[config.mk]
export PLATFORM = sky130hd
export DESIGN_NAME = memory_arbiter
export DESIGN_NICKNAME = d
export VERILOG_FILES = /design/src/rtl/memory_arbiter_pkg.sv /design/src/rtl/wait_timer.sv /design/src/rtl/memory_arbiter.sv
export SDC_FILE = /design/constraint.sdc
export NUM_CORES = 1
export LEC_CHECK = 0
export ABC_AREA = 1
export CAP_MARGIN = 20
export CORE_UTILIZATION = 39
export CTS_BUF_LIST = sky130_fd_sc_hd__clkbuf_16
export CTS_CLUSTER_SIZE = 12
export DETAILED_ROUTE_END_ITERATION = 6
export GPL_ROUTABILITY_DRIVEN = 1
export PLACE_DENSITY = 0.77
export SYNTH_ARGS = -nofsm -noshare
export SYNTH_HDL_FRONTEND = slang
export SYNTH_SLANG_ARGS = --single-unit
export TNS_END_PERCENT = 30
[constraint.sdc]
create_clock -name CLK -period 1.8 [get_ports CLK]
set_input_delay 0.18 -clock CLK [delete_from_list [all_inputs] [get_ports CLK]]
set_output_delay 0.18 -clock CLK [all_outputs]
set_load 0.05 [all_outputs]
[src/rtl/memory_arbiter_pkg.sv]
// rtl/memory_arbiter_pkg.sv - shared types and defaults for the memory arbiter
package memory_arbiter_pkg;

  localparam int MAX_WAIT_DEFAULT = 255;

  typedef enum logic [1:0] {
    ST_IDLE = 2'd0,
    ST_IREQ = 2'd1,
    ST_DREQ = 2'd2
  } arb_state_e;

  // Snapshot of one memory access, frozen for its whole duration.
  typedef struct packed {
    logic [31:0] addr;
    logic [31:0] store;
    logic        wr;
  } access_t;

  function automatic int cnt_width(input int max_wait);
    return (max_wait < 2) ? 1 : $clog2(max_wait + 1);
  endfunction

endpackage

[src/rtl/wait_timer.sv]
// rtl/wait_timer.sv - busy-cycle watchdog for a single memory access
module wait_timer
  import memory_arbiter_pkg::*;
#(
  parameter int MAX_WAIT = MAX_WAIT_DEFAULT
) (
  input  logic clk_i,
  input  logic rst_ni,
  input  logic clear_i,
  input  logic enable_i,
  output logic expire_o
);

  localparam int CW = cnt_width(MAX_WAIT);

  logic [CW-1:0] count_q, count_d;

  always_comb begin
    count_d = count_q;
    if (clear_i) begin
      count_d = '0;
    end else if (enable_i) begin
      count_d = count_q + CW'(1);
    end
  end

  always_ff @(posedge clk_i or negedge rst_ni) begin
    if (!rst_ni) begin
      count_q <= '0;
    end else begin
      count_q <= count_d;
    end
  end

  // Fires on the busy cycle that would bring the tally up to MAX_WAIT.
  assign expire_o = enable_i && (count_q == CW'(MAX_WAIT - 1));

endmodule

[src/rtl/memory_arbiter.sv]
// rtl/memory_arbiter.sv - single-port RAM arbiter, data before instruction, with watchdog
module memory_arbiter
  import memory_arbiter_pkg::*;
#(
  parameter int MAX_WAIT = MAX_WAIT_DEFAULT
) (
  input  logic        CLK,
  input  logic        nRST,
  input  logic        imemRen,
  input  logic [31:0] imemaddr,
  input  logic        dmmRen,
  input  logic        dmmWen,
  input  logic [31:0] dmmaddr,
  input  logic [31:0] dmmstore,
  input  logic        ram_busy,
  input  logic [31:0] ram_load,
  output logic        ram_ren,
  output logic        ram_wen,
  output logic [31:0] ram_addr,
  output logic [31:0] ram_store,
  output logic        i_ready,
  output logic        d_ready,
  output logic [31:0] imemload,
  output logic [31:0] dmmload,
  output logic        bus_err
);

  arb_state_e  state_q, state_d;
  access_t     acc_q, acc_d;
  logic        i_ready_q, i_ready_d;
  logic        d_ready_q, d_ready_d;
  logic [31:0] imemload_q, imemload_d;
  logic [31:0] dmmload_q, dmmload_d;
  logic        bus_err_q, bus_err_d;

  logic        d_req;
  access_t     d_acc;
  access_t     i_acc;
  logic        busy_cycle;
  logic        timer_clear;
  logic        timer_expire;
  logic        done;

  assign d_req = dmmRen | dmmWen;
  // A simultaneous read and write request is served as a write.
  assign d_acc = {dmmaddr, dmmstore, dmmWen};
  assign i_acc = {imemaddr, 32'h0, 1'b0};

  assign busy_cycle  = (state_q != ST_IDLE) && ram_busy;
  assign timer_clear = (state_d != state_q);
  assign done        = (state_q != ST_IDLE) && (!ram_busy || timer_expire);

  wait_timer #(
    .MAX_WAIT(MAX_WAIT)
  ) u_wait_timer (
    .clk_i   (CLK),
    .rst_ni  (nRST),
    .clear_i (timer_clear),
    .enable_i(busy_cycle),
    .expire_o(timer_expire)
  );

  always_comb begin
    state_d    = state_q;
    acc_d      = acc_q;
    i_ready_d  = 1'b0;
    d_ready_d  = 1'b0;
    imemload_d = imemload_q;
    dmmload_d  = dmmload_q;
    bus_err_d  = bus_err_q | timer_expire;

    unique case (state_q)
      ST_IDLE: begin
        if (d_req) begin
          state_d = ST_DREQ;
          acc_d   = d_acc;
        end else if (imemRen) begin
          state_d = ST_IREQ;
          acc_d   = i_acc;
        end
      end
      ST_IREQ: begin
        if (done) begin
          i_ready_d  = 1'b1;
          imemload_d = timer_expire ? 32'h0 : ram_load;
          // Chain straight into a pending data access to avoid an idle bubble.
          if (d_req && !timer_expire) begin
            state_d = ST_DREQ;
            acc_d   = d_acc;
          end else begin
            state_d = ST_IDLE;
          end
        end
      end
      ST_DREQ: begin
        if (done) begin
          d_ready_d = 1'b1;
          state_d   = ST_IDLE;
          if (timer_expire) begin
            dmmload_d = 32'h0;
          end else if (!acc_q.wr) begin
            dmmload_d = ram_load;
          end
        end
      end
      default: begin
        state_d = ST_IDLE;
      end
    endcase
  end

  always_ff @(posedge CLK or negedge nRST) begin
    if (!nRST) begin
      state_q    <= ST_IDLE;
      acc_q      <= '0;
      i_ready_q  <= 1'b0;
      d_ready_q  <= 1'b0;
      imemload_q <= 32'h0;
      dmmload_q  <= 32'h0;
      bus_err_q  <= 1'b0;
    end else begin
      state_q    <= state_d;
      acc_q      <= acc_d;
      i_ready_q  <= i_ready_d;
      d_ready_q  <= d_ready_d;
      imemload_q <= imemload_d;
      dmmload_q  <= dmmload_d;
      bus_err_q  <= bus_err_d;
    end
  end

  assign ram_ren   = (state_q == ST_IREQ) || ((state_q == ST_DREQ) && !acc_q.wr);
  assign ram_wen   = (state_q == ST_DREQ) && acc_q.wr;
  assign ram_addr  = (state_q != ST_IDLE) ? acc_q.addr : 32'h0;
  assign ram_store = (state_q != ST_IDLE) ? acc_q.store : 32'h0;
  assign i_ready   = i_ready_q;
  assign d_ready   = d_ready_q;
  assign imemload  = imemload_q;
  assign dmmload   = dmmload_q;
  assign bus_err   = bus_err_q;

endmodule

==> summary.txt <==
Run status
  • Outcome: finished clean

Yosys
  • Sequential area share after synthesis: 54.4%
  • Cells after Synth: 805
  • EDFF count, synth: 0
  • Flops & latches, synth: 142
  • Ys async rst share: 100%
  • Syn_area_per_cell: 8.12 um2
  • Syn. warnings: 0
  • Post-synthesis cell area: 0.00653 mm2
  • Syn Nets: 941
  • Most used DFF post-synth: dfrtp_1
  • Netlist cell types: 23

Timing
  • Final setup vio count: 0
  • Final Cycle Share: 99.5%
  • Hold Vio Cnt, Final: 0
  • FMAX: 558 MHz
  • Slew headroom: 61.9%
  • Worst Skew: 0.0130 ns
  • Max-slew violations: 0
  • Tightest Pin Transition: 0.571 ns
  • Final worst slack: 0.00908 ns
  • Tmin final: 1.79 ns
  • RSZ-0062 raised after global routing: yes

Layout
  • Storage cell area: 0.00356 mm2
  • Antenna fix cells: 0
  • Post-route non-filler standard cell count: 1302
  • P&R area growth vs syn: 59.0%
  • Layout cells sized above 1: 15.9%
  • Fillers: 1327
  • Multi-input gate area: 0.00255 mm2
  • NumNets Final: 1209
  • Fin area: 0.0104 mm2

Clock tree
  • Max clock buf depth: 2
  • Worst-path clk slew: 0.06 ns
  • Root Driver: clkbuf_16
  • CTS buffer count: 17
  • CTS tree: built
  • Worst skew pair latency: 0.42 ns
  • H-tree levels: 4
  • Clock sink count: 142

Critical path
  • Reg-to-reg setup timing slack: 0.05 ns
  • Worst r2r src: u_wait_timer.count_q[0]$_DFFE_PN0P_
  • Worst path buffer plus inverter count: 1
  • Worst-case reg-to-reg path depth: 12
  • Maximum fanout along the worst path: 2
  • Crit path max-delay family: buffers and inverters
  • CP Data Arrival Time: 1.61 ns
  • Critical path, cell by cell: clkdlybuf4s50_1
  • Critical path's largest stage delay: 0.83 ns
  • Crit path launch type: flip-flop
  • CP Class: reg -> out
  • Worst path required time: 1.62 ns
  • FF-to-FF End: dmmload[2]$_DFFE_PN0P_
  • Critical Path End Type: output pin
  • Slowest CP cell: clkdlybuf4s50_1

Route
  • Via-to-Cell Ratio: 4.95
  • Wire length per cell: 15.1 um
  • Total number of vias: 6449
  • Final WL: 19.6 mm
  • DRC Markers: 0
  • Starting DRC count in detailed routing: 403
  • First-pass DRT Iterations: 5
  • Remaining antenna violation count: 0

Placed design
  • Dpl ws: 0.00690 ns
  • Hpwl dp: 13.1 mm
  • Final Wtd Congestion: 0.798
  • Port Buffers: 266
  • Post-placement cell area: 0.00946 mm2
  • Total placed cells including tap cells: 1261

Floorplanning
  • Row cnt: 46
  • Core area: 0.0161 mm2
  • Die ar.: 0.0173 mm2
  • Die W: 131 um
  • Height of the die: 131 um
  • Starting density of the core: 40.5%
  • Ports: 267

Global routing
  • Largest net degree at the start of global routing: 66
  • Vias in the first global route: 6010
  • Global-route wire length before repair: 30.8 mm
  • GRT overflow: 0
  • Total GRT Usage: 22.2%
  • Initial antenna violation count: 0

Pwr
  • Pwr dens: 1990 mW/mm2
  • Leak Pwr: 0.00539 uW
  • VDD IR-drop max: 1370 uV

Worst hold path
  • HP Class: in -> async

Job
  • Max-Cap Viols: 0
[power by group]
group,total (uW),internal (uW),switching (uW)
Sequential,5240,4560,690
Combinational,12100,3850,8200
Clock,3420,2030,1390
[metrics by stage]
stage | utilization, % | hold WS, ns | total power [uW] | setup TNS [ns]
finish | 64.5 | 0.235 | 20700 | 0
global route | 64.5 | 0.264 | 21700 | -2.22
CTS | 62.5 | 0.231 | 20500 | -0.0181
detailed placement | 58.7 | 0.106 | 17000 | 0
global placement | 58.7 | 0.104 | 16800 | 0
floorplan | - | -0.116 | 12900 | 0
[cells in the mapped netlist (3+ instances only)]
| master | n | area, um2 |
|---|---|---|
| buf_2 | 23 | 115 |
| nand4_1 | 3 | 18.8 |
| dfrtp_1 | 142 | 3550 |
| o21ai_0 | 56 | 280 |
| buf_1 | 6 | 22.5 |
| clkbuf_1 | 22 | 82.6 |
| o21ai_1 | 13 | 65.1 |
| nand3b_1 | 32 | 240 |
| nor2_2 | 3 | 18.8 |
| nand3_1 | 76 | 380 |
| a31oi_1 | 32 | 200 |
| inv_1 | 86 | 323 |
| nor2_1 | 113 | 424 |
| nand2_1 | 187 | 702 |
[kinds of logic (layout without fill, tap and decap cells)]
family,count (synthesis),in the layout,share of synthesized area (%)
and+or+nand+nor,418,418,28.0
AOI/OAI and AO/OA,102,102,8.46
xor gates and xnor gates,2,2,0.268
DFF,142,142,54.4
buffers and inverters,139,420,8.48
adders and majority gates,2,2,0.383
[placed cells by master, fill, tap and decap left out, types with 2 or more instances in the layout]
cell             instances
clkdlybuf4s50_1        166
nand2_1                162
dfrtp_1                140
nor2_1                 111
inv_1                   86
nand3_1                 75
buf_4                   74
o21ai_0                 55
a31oi_1                 32
nand3b_1                32
dlymetal6s2s_1          31
nand2_2                 22
clkbuf_16               20
buf_12                  15
o21ai_1                 13
buf_6                    9
clkinv_4                 5
clkinv_2                 5
nor2_4                   4
nand2_4                  4
nor2_2                   3
nand4_1                  3
inv_2                    2
nand3_4                  2
bufinv_16                2
dlygate4sd2_1            2
dfrtp_2                  2
[layer usage]
metal  up-vias  wire [um]  GRT usage [%]
li1       3097          -              -
met2       283       9750           37.4
met3        22       1360           5.09
met1      3047       8260           28.5
met5         -          0              0
met4         0        267           6.33
[registers in the layout, summed over array words and instances (netlist names)]
name / flops
acc_q: 65
dmmload: 32
imemload: 32
u_wait_timer.count_q: 8
state_q: 2
bus_err: 1
d_ready: 1
i_ready: 1
[worst max path at each step]
stage / depth (start not counted) / startpoint / endpoint
global placement: 11 / ram_busy / dmmload[24]$_DFFE_PN0P_
finish: 1 / dmmload[17]$_DFFE_PN0P_ / dmmload[17]
floorplan: 4 / state_q[0]$_DFF_PN0_ / ram_addr[10]
detailed placement: 11 / ram_busy / dmmload[25]$_DFFE_PN0P_
CTS: 4 / state_q[1]$_DFF_PN0_ / ram_store[7]
global route: 12 / u_wait_timer.count_q[0]$_DFFE_PN0P_ / dmmload[15]$_DFFE_PN0P_
[cell type report]
type | instances | share of cell area [%]
well taps | 216 | 2.60
clock buffers | 17 | 4.09
inverters | 87 | 3.14
clock inverters | 15 | 1.43
flip-flops and latches | 142 | 34.2
multi-input cells | 524 | 24.6
repair buffers | 301 | 29.9
[what timing repair did]
| action | 4_1_cts | 5_1_grt |
|---|---|---|
| pin swaps | 1 | 5 |
| setup endpoints to repair | 68 | 156 |
| gates cloned | 0 | 3 |
| hold buffers | 1 | 0 |
| resized for setup | 8 | 75 |
| buffers inserted | 1 | 4 |
| hold endpoints to repair | 33 | 0 |
No activity file was read; power rests on OpenSTA's default activity.
